--- src/rtl/tensor_core_sequencer.sv ---
// tensor_core_sequencer
// Runs one tensor-core job end to end: loads matrix A (slot 0) and matrix B
// (slot 1) through the register file's single-element write port, fires a
// programmable number of bulk writes (A <= A*B), snapshots slot 0 and streams
// the 16 result elements out on a valid/ready port.
//
// Ports:
//   clock_in, reset_in                      clock, synchronous active-high reset
//   start_in, repeat_count_in               job request and bulk-write count
//   in_valid_in, in_data_in, in_ready_out   operand stream (A then B, row-major)
//   tensor_core_matrix_in                   register file slot 0 read data
//   non_bulk_write_*_out                    single-element write controls
//   bulk_write_enable_out                   bulk write strobe
//   out_valid_out, out_data_out, out_ready_in  result stream (row-major)
//   busy_out, done_out                      job status
module tensor_core_sequencer #(
  parameter int unsigned DATA_WIDTH    = 8,
  parameter int unsigned REPEAT_WIDTH  = 4,
  parameter int unsigned SETTLE_CYCLES = 1
) (
  input  logic                               clock_in,
  input  logic                               reset_in,
  input  logic                               start_in,
  input  logic [REPEAT_WIDTH-1:0]            repeat_count_in,
  input  logic                               in_valid_in,
  input  logic [DATA_WIDTH-1:0]              in_data_in,
  output logic                               in_ready_out,
  input  logic [3:0][3:0][DATA_WIDTH-1:0]    tensor_core_matrix_in,
  output logic                               non_bulk_write_enable_out,
  output logic [4:0]                         non_bulk_write_register_address_out,
  output logic [DATA_WIDTH-1:0]              non_bulk_write_data_out,
  output logic                               bulk_write_enable_out,
  output logic                               out_valid_out,
  output logic [DATA_WIDTH-1:0]              out_data_out,
  input  logic                               out_ready_in,
  output logic                               busy_out,
  output logic                               done_out
);

  localparam int unsigned OPERAND_COUNT = 32;
  localparam int unsigned RESULT_COUNT  = 16;
  localparam int unsigned SETTLE_W      = (SETTLE_CYCLES > 1) ? $clog2(SETTLE_CYCLES) : 1;
  localparam logic [SETTLE_W-1:0] SETTLE_LAST = SETTLE_W'(SETTLE_CYCLES - 1);
  localparam logic [4:0] LOAD_LAST  = 5'(OPERAND_COUNT - 1);
  localparam logic [3:0] DRAIN_LAST = 4'(RESULT_COUNT - 1);

  typedef enum logic [2:0] {
    S_IDLE,
    S_LOAD,
    S_COMPUTE,
    S_SETTLE,
    S_DRAIN
  } state_t;

  state_t                               state;
  logic [4:0]                           load_idx;
  logic [REPEAT_WIDTH-1:0]              repeat_q;
  logic [REPEAT_WIDTH-1:0]              bulk_cnt;
  logic [SETTLE_W-1:0]                  settle_cnt;
  logic [3:0]                           drain_idx;
  // Flat view of slot 0; element r*4+c matches the packed [r][c] layout.
  logic [RESULT_COUNT-1:0][DATA_WIDTH-1:0] snapshot;

  logic in_accept;
  logic out_accept;

  // Handshake readiness is a pure state decode so the first LOAD/DRAIN cycle is usable.
  assign in_ready_out  = (state == S_LOAD);
  assign out_valid_out = (state == S_DRAIN);
  assign in_accept     = in_valid_in & in_ready_out;
  assign out_accept    = out_valid_out & out_ready_in;

  // Job sequencer: state, counters, snapshot and all registered outputs.
  always_ff @(posedge clock_in) begin
    if (reset_in) begin
      state                               <= S_IDLE;
      load_idx                            <= '0;
      repeat_q                            <= '0;
      bulk_cnt                            <= '0;
      settle_cnt                          <= '0;
      drain_idx                           <= '0;
      snapshot                            <= '0;
      non_bulk_write_enable_out           <= 1'b0;
      non_bulk_write_register_address_out <= '0;
      non_bulk_write_data_out             <= '0;
      bulk_write_enable_out               <= 1'b0;
      out_data_out                        <= '0;
      busy_out                            <= 1'b0;
      done_out                            <= 1'b0;
    end else begin
      // Strobes and the completion flag are single-cycle pulses.
      non_bulk_write_enable_out <= 1'b0;
      bulk_write_enable_out     <= 1'b0;
      done_out                  <= 1'b0;

      unique case (state)
        S_IDLE: begin
          if (start_in) begin
            repeat_q <= repeat_count_in;
            load_idx <= '0;
            busy_out <= 1'b1;
            state    <= S_LOAD;
          end
        end

        S_LOAD: begin
          // Index doubles as the register address: bit 4 picks slot B after 16 bytes.
          if (in_accept) begin
            non_bulk_write_enable_out           <= 1'b1;
            non_bulk_write_register_address_out <= load_idx;
            non_bulk_write_data_out             <= in_data_in;
            load_idx                            <= load_idx + 5'd1;
            if (load_idx == LOAD_LAST) begin
              bulk_cnt <= '0;
              state    <= S_COMPUTE;
            end
          end
        end

        S_COMPUTE: begin
          // The last non-bulk strobe is visible during the first COMPUTE cycle,
          // so bulk strobes scheduled from here never overlap it.
          if (bulk_cnt != repeat_q) begin
            bulk_write_enable_out <= 1'b1;
            bulk_cnt              <= bulk_cnt + REPEAT_WIDTH'(1);
          end else begin
            settle_cnt <= '0;
            state      <= S_SETTLE;
          end
        end

        S_SETTLE: begin
          if (settle_cnt == SETTLE_LAST) begin
            snapshot     <= tensor_core_matrix_in;
            out_data_out <= tensor_core_matrix_in[0][0];
            drain_idx    <= '0;
            state        <= S_DRAIN;
          end else begin
            settle_cnt <= settle_cnt + SETTLE_W'(1);
          end
        end

        S_DRAIN: begin
          // out_data_out only changes on a handshake, so it holds under backpressure.
          if (out_accept) begin
            if (drain_idx == DRAIN_LAST) begin
              out_data_out <= '0;
              busy_out     <= 1'b0;
              done_out     <= 1'b1;
              state        <= S_IDLE;
            end else begin
              drain_idx    <= drain_idx + 4'd1;
              out_data_out <= snapshot[drain_idx + 4'd1];
            end
          end
        end

        default: begin
          busy_out <= 1'b0;
          state    <= S_IDLE;
        end
      endcase
    end
  end

endmodule

--- config.mk ---
export PLATFORM = sky130hd
export DESIGN_NAME = tensor_core_sequencer
export DESIGN_NICKNAME = d
export VERILOG_FILES = /design/src/rtl/tensor_core_sequencer.sv
export SDC_FILE = /design/constraint.sdc
export NUM_CORES = 1
export LEC_CHECK = 0
export CORE_MARGIN = 8
export CORE_UTILIZATION = 50
export DETAILED_ROUTE_END_ITERATION = 10
export PLACE_DENSITY = 0.8
export SYNTH_ARGS = -nofsm -noshare
export SYNTH_HDL_FRONTEND = slang
export SYNTH_SLANG_ARGS = --single-unit
--- constraint.sdc ---
create_clock -name clock_in -period 3.4 [get_ports clock_in]
set_clock_uncertainty 0.1 [all_clocks]
set_input_delay 0.68 -clock clock_in [delete_from_list [all_inputs] [get_ports clock_in]]
set_output_delay 0.68 -clock clock_in [all_outputs]
set_load 0.02 [all_outputs]
==> run summary, run 1 <==
Sequential area share after synthesis = 47.5%
CP Launch Type = flip-flop
Cell Area, Placed = 9040 µm²
Status = complete, no violations
R2r endpoint = out_data_out[0]$_SDFFE_PP0P_
Max_slew headroom = 35.3%
Vias in the first global route = 6408
Clk_lat worst skew = 430 ps
Reg2Reg Depth = 6
Critical path peak fanout = 14
Setup TNS = 0 ps
TritonCTS clock tree = done
Crit-path slowest cell = clkdlybuf4s50_1
Post-CTS Resized = 0
Routed len/inst = 17.1 µm
Critical setup path kind = reg2out
Worst VDD drop = 351 µV
Leak = 3.36 nW
Routed WL = 20500 µm
Seq cells post-synth = 173
Clock slew at reported path FFs = 60 ps
DR DRC count = 0
Pin count of the biggest net entering global routing = 80
Clock share of power = 47.9%
Arrival @ worst endpoint = 2300 ps
Clock Path Buffers = 2
RSZ-0062 raised after global routing = no
Switching Fraction = 20.7%
Ys async rst share = 0%
Share of layout cells above drive strength 1 = 7.78%
Iteration-0 DRC Markers = 502
Die H = 137 µm
# Post-CTS Setup Buffers = 0
Top_reg_cell synth = dfxtp_1
Max Cap Viol = 0
Starting Density = 50.8%
Initial antenna violation count = 1
Crit path max-delay family = buffers and inverters
Hold WC Path Type = reg2reg
Comb pwr share = 6.0%
Syn Nets = 1018
Number of H-tree levels = 4
Core area = 14400 µm²
Setup violators final = 0
Layout Utilization = 67.4%
Via count = 6451
Syn avg cell area = 8.39 µm²
Max Clk Rate = 0.324 GHz
Mapped Cells = 869
Grt ovf = 0
Final HPWL DP = 14200 µm
Power Dens Cells = 457 nW/µm²
First-pass GRT wire length = 31800 µm
Num rows = 44
Die Area = 18700 µm²
Fin crit period = 3080 ps
Setup crit end kind = output pin
Nets = 1152
Cell variety after synth = 39
Ys Warns = 0
CTS Hold Buffers Added = 0
Synthesized area = 7290 µm²
Final Cell Area = 9680 µm²
Worst Setup SP = state[1]$_SDFFE_PP0P_
Root Buffer = clkbuf_16
Stages on worst setup path = 4
Die W = 137 µm
Buf/Inv on CP = 2
WP data required = 2620 ps
FF-to-FF Start = drain_idx[1]$_SDFFE_PP0P_
Antenna Violating Nets Remaining = 0
CTS Buf Count = 17
Via density = 5.38
Max incr delay on CP = 670 ps
Reg power frac = 46.2%
Port bufs = 171
Least-Margin Pin Slew = 971 ps
Total GRT Usage = 22.0%
Final hold violations = 0
Crit path to = out_valid_out
Layout area overhead = 32.7%
Fin. max-slew vios = 0
Internal Power = 0.00351 W
Crit-path cells = nor2_1, nand2_1, inv_1, clkdlybuf4s50_1
Boundary Pins = 172
Initial DRT Pass Iterations = 5
Final period util = 90.7%
Psw = 0.000916 W
Clk sinks = 173
R2R Setup Slk = 470 ps
EDFF count, synth = 0
Placer congestion estimate = 0.845
-- worst reg2reg max path, cell delays in order (launching register included) --
cell,delay (ps)
dfxtp_1,340
ha_1,320
xnor2_4,740
mux4_1,660
mux2_2,270
a221oi_1,260
a211oi_1,110
-- worst min path at each step --
stage | from | endpoint | slack (ps) | cells after the start
after floorplan | snapshot[10]$_SDFFE_PP0P_ | snapshot[10]$_SDFFE_PP0P_ | 330 | 2
after global placement | snapshot[7]$_SDFFE_PP0P_ | snapshot[7]$_SDFFE_PP0P_ | 340 | 2
after detailed placement | snapshot[114]$_SDFFE_PP0P_ | snapshot[114]$_SDFFE_PP0P_ | 350 | 2
after CTS | non_bulk_write_data_out[6]$_SDFFE_PP0P_ | non_bulk_write_data_out[6]$_SDFFE_PP0P_ | 360 | 2
after global routing | snapshot[117]$_SDFFE_PP0P_ | snapshot[117]$_SDFFE_PP0P_ | 370 | 2
final | snapshot[121]$_SDFFE_PP0P_ | snapshot[121]$_SDFFE_PP0P_ | 350 | 2
-- synthesized netlist by cell type (2+ instances only) --
cell,instances,area share [%]
and2_1,2,0.17
nand2_1,333,17
nand3b_1,2,0.21
inv_1,3,0.15
o21ai_0,3,0.21
mux2_2,10,1.5
nand3_1,5,0.34
a22oi_1,2,0.21
a221oi_1,8,0.96
a22o_1,2,0.24
and3_1,3,0.26
mux4_1,9,3.2
clkbuf_1,49,2.5
buf_6,2,0.31
nor2_1,21,1.1
nor3_1,7,0.48
mux4_2,23,7.1
nor2b_1,2,0.17
a211oi_1,9,0.93
xor2_1,7,0.84
nor3b_1,2,0.21
a21oi_1,159,11
buf_2,7,0.48
nor4_1,2,0.17
ha_1,4,0.69
dfxtp_1,173,47
a21o_1,2,0.21
buf_1,7,0.36
-- registers in the layout (all words and copies together) (netlist names) --
signal / flops
bulk_write_enable_out: 1
non_bulk_write_enable_out: 1
out_data_out: 8
busy_out: 1
non_bulk_write_data_out: 8
bulk_cnt: 4
non_bulk_write_register_address_out: 5
snapshot: 128
drain_idx: 4
load_idx: 5
repeat_q: 4
state: 3
done_out: 1
-- metal layers --
metal / vias to the layer above / share of wire (%) / global-route usage, %
met3: 34 / 9.7 / 8.85
met4: 0 / 2.1 / 8.57
met1: 2998 / 41 / 26.0
li1: 3202 / - / -
met2: 217 / 47 / 35.1
met5: - / 0 / 0
-- power groups by stage --
| stage | Sequential (W) | Clock, W | Combinational, W |
|---|---|---|---|
| detailed placement | 0.00209 | 0 | 0.000262 |
| finish | 0.00204 | 0.00212 | 0.000264 |
| CTS | 0.00204 | 0.00215 | 0.000265 |
| floorplan | 0.00209 | 0 | 0.0000599 |
| global placement | 0.00209 | 0 | 0.000262 |
| global route | 0.00204 | 0.00223 | 0.000282 |
-- per-stage QoR --
step,setup slack [ps],hold WS [ps],std cells,total power (W)
2_1_floorplan,883,332,869,0.00215
3_3_place_gp,542,338,1168,0.00235
3_5_place_dp,463,347,1168,0.00235
4_1_cts,291,356,1199,0.00446
5_1_grt,211,374,1200,0.00455
6_report,315,352,1200,0.00442
-- kinds of logic after synthesis --
group	Yosys count	synth area share [%]
AOI/OAI and AO/OA	188	13.9
xor gates and xnor gates	9	1.34
adders and majority gates	4	0.686
buffers and inverters	69	3.93
DFF	173	47.5
muxes	43	12.0
and+or+nand+nor	383	20.6
-- placed cells by master, fill, tap and decap left out, types with 2 or more instances in the layout --
cell type and count:
a21oi_1 159, nor2b_1 2, clkdlybuf4s50_1 170, dfxtp_1 172
nand3b_1 2, clkbuf_16 17, a211oi_1 9, a21o_1 2
nand3_1 5, nor3b_1 2, nor2_1 21, nor4_1 2
clkinv_2 3, inv_1 3, and3_1 3, bufinv_16 5
nor3_1 7, a22o_1 2, mux4_2 23, inv_6 4
o21ai_0 3, mux2_2 10, buf_4 11, xor2_1 7
and2_1 2, a22oi_1 2, mux4_1 9, a221oi_1 8
nand2_1 333, clkinvlp_4 2, ha_1 4
-- layout make-up --
| class | count | area [µm²] |
|---|---|---|
| tap | 184 | 230 |
| inverter | 3 | 11.3 |
| clock inverter | 14 | 215 |
| clock buffer | 17 | 425 |
| sequential | 173 | 3460 |
| fill | 1173 | 4690 |
| timing repair buffer | 181 | 1780 |
| antenna | 1 | 2.50 |
| multi-input combinational | 627 | 3550 |
No activity file was read; power rests on OpenSTA's default activity.
==> run 2: changes to the inputs <==
--- a/config.mk
+++ b/config.mk
@@ -6,9 +6,10 @@
 export NUM_CORES = 1
 export LEC_CHECK = 0
 export CORE_MARGIN = 8
-export CORE_UTILIZATION = 50
+export CORE_UTILIZATION = 63
 export DETAILED_ROUTE_END_ITERATION = 10
-export PLACE_DENSITY = 0.8
+export DONT_BUFFER_PORTS = 1
+export PLACE_DENSITY = 0.79
 export SYNTH_ARGS = -nofsm -noshare
 export SYNTH_HDL_FRONTEND = slang
 export SYNTH_SLANG_ARGS = --single-unit
==> run summary, run 2 (synthesized netlist as in run 1, its figures left out) <==
CP Launch Type = flip-flop
CTS Buf Count = 17
Share of layout cells above drive strength 1 = 8.79%
Placer congestion estimate = 0.841
Core area = 11400 µm²
Least-Margin Pin Slew = 904 ps
Die Area = 15300 µm²
Critical setup path kind = reg2reg
Layout area overhead = 7.65%
Initial DRT Pass Iterations = 5
TritonCTS clock tree = done
Final hold violations = 0
Most common cell after layout, fill and taps aside = nand2_1
Clock slew at reported path FFs = 60 ps
Post-CTS Resized = 0
Via density = 6.06
Die W = 124 µm
Final period util = 89.0%
Crit-path slowest cell = xnor2_4
Die H = 124 µm
Leak = 2.65 nW
Pin count of the biggest net entering global routing = 174
Max Cap Viol = 0
First-pass GRT wire length = 29200 µm
CTS Hold Buffers Added = 0
# placed instances = 953
Vias in the first global route = 5878
Setup crit end kind = flip-flop
Max incr delay on CP = 760 ps
Max Clk Rate = 0.330 GHz
WP data required = 3600 ps
Iteration-0 DRC Markers = 488
Setup violators final = 0
Post-route insts no fill = 985
# Post-CTS Setup Buffers = 0
Fin. max-slew vios = 0
Port bufs = 0
Diode count = 0
Arrival @ worst endpoint = 3230 ps
DR DRC count = 0
Starting Density = 64.2%
Number of H-tree levels = 4
# fillers = 895
Reg with most FFs = snapshot
Commonest cells after routing, fill and taps aside = nand2_1 (333), dfxtp_1 (172), a21oi_1 (159)
Max reg flops = 128
Boundary Pins = 172
Initial antenna violation count = 0
Status = complete, no violations
Reg area = 3460 µm²
Total GRT Usage = 24.6%
Setup TNS = 0 ps
Multi-input logic area = 3550 µm²
Num rows = 39
Routed WL = 18700 µm
Hold WC Path Type = in2reg
Clk sinks = 173
Routed len/inst = 18.9 µm
Fin crit period = 3030 ps
RSZ-0062 raised after global routing = no
Critical path peak fanout = 23
Grt ovf = 0
Max_slew headroom = 39.8%
Top Registers = snapshot x128, non_bulk_write_data_out x8, out_data_out x8
Worst VDD drop = 404 µV
Via count = 5974
Nets = 978
Antenna Violating Nets Remaining = 0
R2R Setup Slk = 370 ps
Power Dens Cells = 506 nW/µm²
Root Buffer = clkbuf_16
Clk_lat worst skew = 420 ps
Crit-path cells = ha_1, xnor2_4, mux4_1, mux2_2, a221oi_1, a211oi_1
Clock Path Buffers = 2
Final HPWL DP = 13200 µm
-- run 2: changes by cell type in the layout (fill, tap and decap cells not counted), moves of 4 or more --
cell,before,now
clkdlybuf4s50_1,170,0
buf_4,11,6
clkbuf_8,0,5
bufinv_16,5,1
inv_6,4,0
-- run 2: path summary, 6_finish.rpt --
kind / start / end / cells after the start
min reg2reg: snapshot[109]$_SDFFE_PP0P_ / snapshot[109]$_SDFFE_PP0P_ / 2
min: reset_in / snapshot[34]$_SDFFE_PP0P_ / 1
max: drain_idx[1]$_SDFFE_PP0P_ / out_data_out[3]$_SDFFE_PP0P_ / 6
max reg2reg: drain_idx[1]$_SDFFE_PP0P_ / out_data_out[3]$_SDFFE_PP0P_ / 6
-- run 2: cell type report --
| type | instances | share of cell area, % |
|---|---|---|
| Clock buffer | 24 | 6.39 |
| Clock inverter | 8 | 1.05 |
| Inverter | 3 | 0.143 |
| Multi-Input combinational cell | 627 | 45.2 |
| Sequential cell | 173 | 44.1 |
| Tap cell | 143 | 2.28 |
| Timing Repair Buffer | 7 | 0.829 |
-- run 2: routing by layer --
layer  track usage, %  wire length [µm]
met4             11.4               547
met2             39.8              9020
met1             28.9              7200
met5                0                 0
met3             8.48              1890
-- run 2: power by group --
group	leakage, nW	internal (W)	switching, W	total, W
clock	0.275	0.00111	0.000774	0.00188
combinational	0.981	0.0000156	0.0000240	0.0000396
sequential	1.40	0.00204	0.0000151	0.00205
total	2.65	0.00316	0.000813	0.00397
-- run 2: critical path, delay by kind of cell (launching register included) --
kind | cells | cell delay, ps
DFF | 1 | 340
adders and majority gates | 1 | 340
AOI/OAI and AO/OA | 2 | 420
xor gates and xnor gates | 1 | 760
muxes | 2 | 940
-- run 2: stage by stage --
step           cell area, µm²  util [%]  hold slack (ps)  setup WS, ps  power [W]
6_report                 7850      69.1              228           373    0.00397
3_3_place_gp             7270      63.9              332           542    0.00213
3_5_place_dp             7270      63.9              339           373    0.00214
2_1_floorplan            7290         -              332           883    0.00215
5_1_grt                  7850      69.1              219           148    0.00407
4_1_cts                  7850      69.1              220           341    0.00399
